===== config.mk =====
export PLATFORM = sky130hd
export DESIGN_NAME = rr_arbiter8
export DESIGN_NICKNAME = d
export VERILOG_FILES = /design/src/rtl/arb_defs.sv /design/src/rtl/rr_pick8.sv /design/src/rtl/rr_arbiter8.sv
export SDC_FILE = /design/constraint.sdc
export NUM_CORES = 1
export LEC_CHECK = 0
export CORE_UTILIZATION = 35
export DETAILED_ROUTE_END_ITERATION = 8
export HOLD_SLACK_MARGIN = 0.05
export PLACE_DENSITY_LB_ADDON = 0.15
export SYNTH_ARGS = -nofsm -noshare
export SYNTH_HDL_FRONTEND = slang
export SYNTH_HIERARCHICAL = 1
export SYNTH_SLANG_ARGS = --single-unit

===== constraint.sdc =====
create_clock -name clk -period 4.8 [get_ports clk]
set_clock_uncertainty 0.15 [all_clocks]
set_input_delay 0.72 -clock clk [delete_from_list [all_inputs] [get_ports clk]]
set_output_delay 0.72 -clock clk [all_outputs]
set_load 0.005 [all_outputs]

===== src/rtl/arb_defs.sv =====
// Shared definitions for the round-robin arbiter slice.
// Sizes, FSM state encoding and an index-to-one-hot helper.
package arb_defs;

    localparam int ARB_N     = 8;
    localparam int ARB_IDX_W = 3;

    typedef enum logic {
        ARB_IDLE = 1'b0,
        ARB_BUSY = 1'b1
    } arb_state_t;

    function automatic logic [ARB_N-1:0] idx2oh(
        input logic [ARB_IDX_W-1:0] idx
    );
        idx2oh = {{(ARB_N-1){1'b0}}, 1'b1} << idx;
    endfunction

endpackage


===== src/rtl/rr_pick8.sv =====
// Rotating-priority encoder: first set bit of req scanning
// from ptr upward, wrapping 7 -> 0. Purely combinational.
import arb_defs::*;

module rr_pick8 (
    input  logic [ARB_N-1:0]     req,
    input  logic [ARB_IDX_W-1:0] ptr,
    output logic [ARB_IDX_W-1:0] win_id,
    output logic                 any
);

    logic [ARB_IDX_W-1:0] idx;

    // Scan farthest-first so the slot nearest ptr is written last and wins.
    always_comb begin
        win_id = '0;
        any    = 1'b0;
        idx    = '0;
        for (int k = ARB_N - 1; k >= 0; k--) begin
            idx = ptr + ARB_IDX_W'(k);
            if (req[idx]) begin
                win_id = idx;
                any    = 1'b1;
            end
        end
    end

endmodule


===== src/rtl/rr_arbiter8.sv =====
// Registered 8-way round-robin arbiter with grant hold until release.
// Optional forced handoff after MAX_HOLD cycles: RR_ARBITER8_TIMEOUT_EN.
import arb_defs::*;

module rr_arbiter8 #(
    parameter int HOLD_W   = 4,
    parameter int MAX_HOLD = 15
) (
    input  logic                 clk,
    input  logic                 rst_n,
    input  logic [ARB_N-1:0]     req,
    output logic [ARB_N-1:0]     gnt,
    output logic [ARB_IDX_W-1:0] gnt_id,
    output logic                 gnt_valid
);

    if (MAX_HOLD < 1 || MAX_HOLD > (2 ** HOLD_W) - 1) begin : g_bad_cfg
        $error("rr_arbiter8: MAX_HOLD out of range for HOLD_W");
    end

    arb_state_t           state_q, state_d;
    logic [ARB_N-1:0]     gnt_q, gnt_d;
    logic [ARB_IDX_W-1:0] id_q, id_d;
    logic [ARB_IDX_W-1:0] ptr_q, ptr_d;

`ifdef RR_ARBITER8_TIMEOUT_EN
    localparam logic [HOLD_W-1:0] HOLD_MAX = HOLD_W'(MAX_HOLD);
    logic [HOLD_W-1:0] cnt_q, cnt_d;
`endif

    logic [ARB_N-1:0]     pick_req;
    logic [ARB_IDX_W-1:0] win_id;
    logic                 any;
    logic                 own_req;
    logic                 take;

    // The current owner is masked out so a handoff never re-picks it.
    assign pick_req = req & ~gnt_q;
    assign own_req  = |(req & gnt_q);

    rr_pick8 u_pick (
        .req    (pick_req),
        .ptr    (ptr_q),
        .win_id (win_id),
        .any    (any)
    );

    // Next-state: grant on idle request, hold while owner asserts req,
    // hand off in the same decision when the owner releases.
    always_comb begin
        state_d = state_q;
        gnt_d   = gnt_q;
        id_d    = id_q;
        ptr_d   = ptr_q;
        take    = 1'b0;
`ifdef RR_ARBITER8_TIMEOUT_EN
        cnt_d   = cnt_q;
`endif
        unique case (state_q)
            ARB_IDLE: begin
                if (any) take = 1'b1;
            end
            ARB_BUSY: begin
                if (!own_req) begin
                    if (any) begin
                        take = 1'b1;
                    end else begin
                        state_d = ARB_IDLE;
                        gnt_d   = '0;
                    end
                end
`ifdef RR_ARBITER8_TIMEOUT_EN
                else if (cnt_q == HOLD_MAX && any) begin
                    take = 1'b1;
                end else if (cnt_q != HOLD_MAX) begin
                    cnt_d = cnt_q + 1'b1;
                end
`endif
            end
            default: begin
                state_d = ARB_IDLE;
                gnt_d   = '0;
            end
        endcase
        if (take) begin
            state_d = ARB_BUSY;
            gnt_d   = idx2oh(win_id);
            id_d    = win_id;
            ptr_d   = win_id + 1'b1;
`ifdef RR_ARBITER8_TIMEOUT_EN
            cnt_d   = '0;
`endif
        end
    end

    // State register; reset drops any grant with no handoff.
    always_ff @(posedge clk) begin
        if (!rst_n) begin
            state_q <= ARB_IDLE;
            gnt_q   <= '0;
            id_q    <= '0;
            ptr_q   <= '0;
`ifdef RR_ARBITER8_TIMEOUT_EN
            cnt_q   <= '0;
`endif
        end else begin
            state_q <= state_d;
            gnt_q   <= gnt_d;
            id_q    <= id_d;
            ptr_q   <= ptr_d;
`ifdef RR_ARBITER8_TIMEOUT_EN
            cnt_q   <= cnt_d;
`endif
        end
    end

    assign gnt       = gnt_q;
    assign gnt_id    = id_q;
    assign gnt_valid = |gnt_q;

endmodule


# == After elaboration in Yosys (flattened, before gate mapping) ==
# Index checks and enable logic that the tools add are counted.
# totals
regBits,15
input_bits,10
output_inout_bits,12
elab_cells,73
# op_classes
add_sub_neg,8
n_lt_le_gt_ge,8
n_eq_ne,2
n_shift,1
n_mux,42
n_bitwise,4
n_reduce_logical,4
# op_table
cell,count
$lt A3 B4 Y1 const B,8
$mux W8,4
$bmux W1 S3,8
$mux W3,8
$mux W1,21
$and A8 B8 Y8,2
$reduce_or A8 Y1,2
$add A3 B3 Y3 const B,4
$not A8 Y8,1
$shl A1 B3 Y8 const A,1
$add A3 B1 Y3 const B,2
$add A3 B2 Y3 const B,2
$ne A2 B1 Y1 const B,2
$reduce_and A3 Y1,1
$pmux W1 S2,1
$reduce_bool A2 Y1,1
$not A1 Y1,1

# == Depth between registers and ports, before layout ==
# depth
word_depth,17
depth_mapped,15
depth_no_buf,12

# == Cells and area by module ==
# Netlist, hierarchy kept.
# by_module_without_submodules
module,n_inst,cells_each,area_per_inst_um2,seq_area_each_um2
rr_arbiter8,1,90,802.0,300.3
rr_pick8,1,90,782.0,0.0

# == Worst setup path before layout ==
# No wires, ideal clock.
# synth_path
path_kind,register to register
from,register ptr_q[1]
to,register ptr_q[2]
setup_time_ps,91
arrival_ps,3343
required_ps,4559
slack_ps,1216
path_stages_with_launch,15
n_path_buf,3
period_less_slack_ps,3584
cell_sequence,dfxtp_1 buf_4 buf_4 inv_1 ha_1 clkbuf_1 mux4_2 mux2_4 o21ai_2 a31oi_1 o21bai_1 mux2_1 ha_1 ha_1 a311oi_1
# synth_between
word_cells_on_any_way,43
cone_classes,add/sub: 8; mux: 35
# synth_rtl
element,line,source
start: declaration,rr_arbiter8.sv:24,"logic [ARB_IDX_W-1:0] ptr_q, ptr_d;"
start signal: assignment,rr_arbiter8.sv:110,ptr_q <= ptr_d;
$add A3 B3 Y3,rr_pick8.sv:20,idx = ptr + ARB_IDX_W'(k);
$bmux W1 S3,rr_pick8.sv:21,if (req[idx]) begin
$mux W1 (implied by the code),rr_pick8.sv:21,
$mux W3 (7 in a row),rr_pick8.sv:21,
$mux W3 (*),rr_pick8.sv:21,
net win_id[0],rr_arbiter8.sv:32,logic [ARB_IDX_W-1:0] win_id;
$add A3 B1 Y3 (*),rr_arbiter8.sv:89,ptr_d = win_id + 1'b1;
# The timed path passes the listed nets; every way through them passes the cells marked *. The select of a mux whose other input is x is not followed.
# A chain may end at the register's enable or synchronous reset.

# == Final worst setup path ==
# layout_path
from,register ptr_q[0]
to,register ptr_q[2]
# Same word-level chain as after synthesis.

==> Implementation_results.wiki <==
{| class="wikitable"
! Metric !! Value
|-
| Hold Violations, Final || 0
|-
| Total iterations of the first detailed-routing run || 4
|-
| Number of buffer cells added on primary ports || 21
|-
| Maximum level of the CTS H-tree || 1
|-
| Routability Congestion || 0.8498
|-
| Detailed router's first-iteration violation count || 93
|-
| Number of diodes added for antenna fixing || 0
|-
| Internal reg-to-reg setup slack || 0.74 ns
|-
| Final critical-path setup slack || 0.7439 ns
|-
| Cell variety after synth || 48
|-
| Launch point of the worst path || ptr_q[0]
|-
| Effective utilization at floorplan || 0.3638
|-
| Count of unresolved DRC violations after routing || 0
|-
| Synth Area in XOR/XNOR || 0.01659
|-
| Count of mapped cells out of synthesis || 180
|-
| Maximum number of pins on one net before global-route repair || 26
|-
| Main combinational cell family by area after synthesis || multiplexers
|-
| Result of the run || completed
|-
| Drt total wl || 3855 um
|-
| Ys flop type || sky130_fd_sc_hd__dfxtp_1
|-
| Clock root buffer || sky130_fd_sc_hd__clkbuf_8
|-
| Clock buffers created by TritonCTS || 3
|-
| Mux contribution to synthesized area || 0.2638
|-
| Setup total negative slack || 0 ns
|-
| Compound-cell area share of the yosys netlist || 0.2117
|-
| Max Buffers Root-to-Sink || 2
|-
| Beginning of the worst register-to-register path || ptr_q[0]
|-
| Total routing resource utilization after global routing || 0.1648
|-
| Grt total ovfl || 0
|-
| Crit path DAT || 4.07 ns
|-
| Mean post-synth cell area || 8.800 um^2
|-
| Count of boundary I/O pins || 22
|-
| Cell count after placement || 245
|-
| Final cell count without fillers || 249
|-
| Num rows || 24
|-
| Worst Tran Pin Value || 0.8000 ns
|-
| Period utilization || 0.8450
|-
| Area growth from synthesis to layout || 17.22%
|-
| Worst slew slack as a fraction of its limit || 0.4659
|-
| Post-Synthesis Net Count || 198
|-
| Buffers inserted during post-CTS setup optimization || 0
|-
| WS Path Type || reg -> reg
|-
| Number of nets in the layout || 216
|-
| Final slew viol count || 0
|-
| Reported max-cap violation count || 0
|-
| Number of synthesized flops with an enable pin || 0
|-
| Cell leakage power || 0.7163 nW
|-
| Upper clock frequency limit || 246.5 MHz
|-
| Half-perimeter wire length of the detailed placement result || 3063 um
|-
| Worst setup slack before clock tree synthesis || 0.7507 ns
|-
| CTS clk-pin slew, worst paths || 0.06 ns
|-
| Critical path required time || 4.81 ns
|-
| RSZ-0062 raised after global routing || no
|-
| First-pass GRT wire length || 6561 um
|-
| Crit path max-delay cell type || sky130_fd_sc_hd__dfxtp_1
|-
| Leading cell types in the layout, fill and taps excluded || sky130_fd_sc_hd__nand2_1, sky130_fd_sc_hd__clkdlybuf4s50_1, sky130_fd_sc_hd__dfxtp_1
|-
| Element type at the critical path end || flop
|-
| Number of vias in the routed layout || 1453
|-
| #FFs+latches synth || 15
|-
| Worst-Skew Late Latency || 0.25 ns
|-
| Std-Cell Core Area || 4354 um^2
|-
| Avg WL per Cell || 15.48 um
|-
| Most frequent CP cell || sky130_fd_sc_hd__ha_1
|-
| Path category of the worst min-delay check || reg -> reg
|-
| Crit path time final || 4.056 ns
|-
| CTS tree || done
|-
| Peak supply drop || 0.3131 mV
|-
| Post-synthesis adder-cell area fraction || 0.06319
|-
| Post-synthesis simple-gate area fraction || 0.1912
|-
| Startpoint of the worst hold path || gnt_id[1]
|-
| Layout cells sized above 1 || 0.1015
|-
| Vias in the first global route || 1376
|-
| Number of sinks on the clock net || 15
|-
| CP startpoint kind || flop
|-
| Sequential fraction of the synthesis area || 0.1896
|-
| Average via count per standard cell || 5.835
|-
| Crit path cell chain || inv_1 > ha_1 > mux4_2 > mux2_4 > o21ai_2 > a31oi_1 > o21bai_1 > mux2_1 > ha_1 > ha_1 > a311oi_1
|-
| Post-Synthesis Cell Area || 1584 um^2
|-
| Vertical die dimension || 69.28 um
|-
| Horizontal extent of the die || 69.28 um
|-
| Crit path largest cell delay || 0.77 ns
|-
| Power density over the cells || 765.7 nW/um^2
|-
| Hold Buf Count CTS || 0
|-
| Final setup fails || 0
|-
| Total of warnings raised by yosys || 6
|-
| Peak fanout along the critical path || 15
|-
| Proportion of synthesized flip-flops having asynchronous set or reset || 0
|-
| Leading cell type in the layout, fill and taps excluded || sky130_fd_sc_hd__nand2_1
|-
| Initial antenna violation count || 0
|-
| Area of the die || 4799 um^2
|-
| CTS resizes || 0
|-
| Number of nets with antenna violations after routing || 0
|}
state kept, by name, summed over array words and instances (netlist names):
name     cells
gnt          8
ptr_q        3
state_q      1
gnt_id       3
cell usage after synthesis (2+ instances only):
cell type,instances,area [um^2]
sky130_fd_sc_hd__nand2_1,28,105.1
sky130_fd_sc_hd__dfxtp_1,15,300.3
sky130_fd_sc_hd__a21oi_1,10,50.05
sky130_fd_sc_hd__inv_1,10,37.54
sky130_fd_sc_hd__nor2b_1,10,62.56
sky130_fd_sc_hd__o22ai_1,10,62.56
sky130_fd_sc_hd__ha_1,8,100.1
sky130_fd_sc_hd__mux2i_1,8,80.08
sky130_fd_sc_hd__nand3_1,6,30.03
sky130_fd_sc_hd__nor2_1,6,22.52
sky130_fd_sc_hd__clkbuf_1,5,18.77
sky130_fd_sc_hd__mux4_1,5,131.4
sky130_fd_sc_hd__mux4_2,5,112.6
sky130_fd_sc_hd__a22o_1,4,35.03
sky130_fd_sc_hd__mux2_2,4,45.04
sky130_fd_sc_hd__a311oi_1,3,26.28
sky130_fd_sc_hd__a31oi_1,3,18.77
sky130_fd_sc_hd__buf_4,3,22.52
sky130_fd_sc_hd__nor4_1,3,18.77
sky130_fd_sc_hd__and2_1,2,12.51
sky130_fd_sc_hd__buf_6,2,22.52
sky130_fd_sc_hd__nor3_1,2,10.01
sky130_fd_sc_hd__o21ai_0,2,10.01
sky130_fd_sc_hd__xor2_1,2,17.52
metal layers:
layer | wire length [um] | up-vias | track usage
li1 | - | 720 | -
met3 | 63 | 12 | 0.01599
met1 | 1813 | 695 | 0.2216
met2 | 1870 | 26 | 0.2697
met4 | 108 | 0 | 0.06803
met5 | 0 | - | 0
through the flow:
step | area, um^2 | utilization | hold slack, ns | total power, mW
final | 1857 | 0.4264 | 0.3120 | 1.422
after global placement | 1810 | 0.4158 | 0.2999 | 1.307
after floorplan | 1584 | - | 0.3044 | 1.047
after global routing | 1857 | 0.4264 | 0.3469 | 1.573
after CTS | 1857 | 0.4264 | 0.3174 | 1.427
after detailed placement | 1810 | 0.4158 | 0.3066 | 1.318
cells by family after synthesis:
family | count (synthesis)
compound gates | 46
buf+inv | 20
fa+ha+maj | 8
xor+xnor | 3
mux | 25
flops | 15
simple gates | 63
layout make-up:
type	instances	area (um^2)
clock buffer	3	41.29
clock inverter	1	5.005
fill	445	2497
inverter	10	37.54
multi-input combinational	145	1182
sequential	15	300.3
tap	52	65.06
timing repair buffer	23	225.2
where the power goes:
group | total [mW] | internal (mW) | switching, mW
clock network | 0.102 | 0.0575 | 0.0445
registers | 0.238 | 0.166 | 0.0715
logic | 1.08 | 0.510 | 0.572
total | 1.42 | 0.734 | 0.688
worst paths after layout:
kind	end	cells after the start
worst min-delay path	gnt_id[1]	2
worst max-delay path	ptr_q[2]	11
worst max register to register	ptr_q[2]	11
worst min register to register	gnt_id[1]	2
critical path: cells and delay by family, from the launching register on:
| kind | cells | cell delay (ns) |
|---|---|---|
| muxes | 3 | 1.18 |
| adders and majority gates | 3 | 1.08 |
| DFF | 1 | 0.77 |
| AOI/OAI and AO/OA | 4 | 0.56 |
| buffers and inverters | 1 | 0.21 |
(Power assumes the default switching activity.)
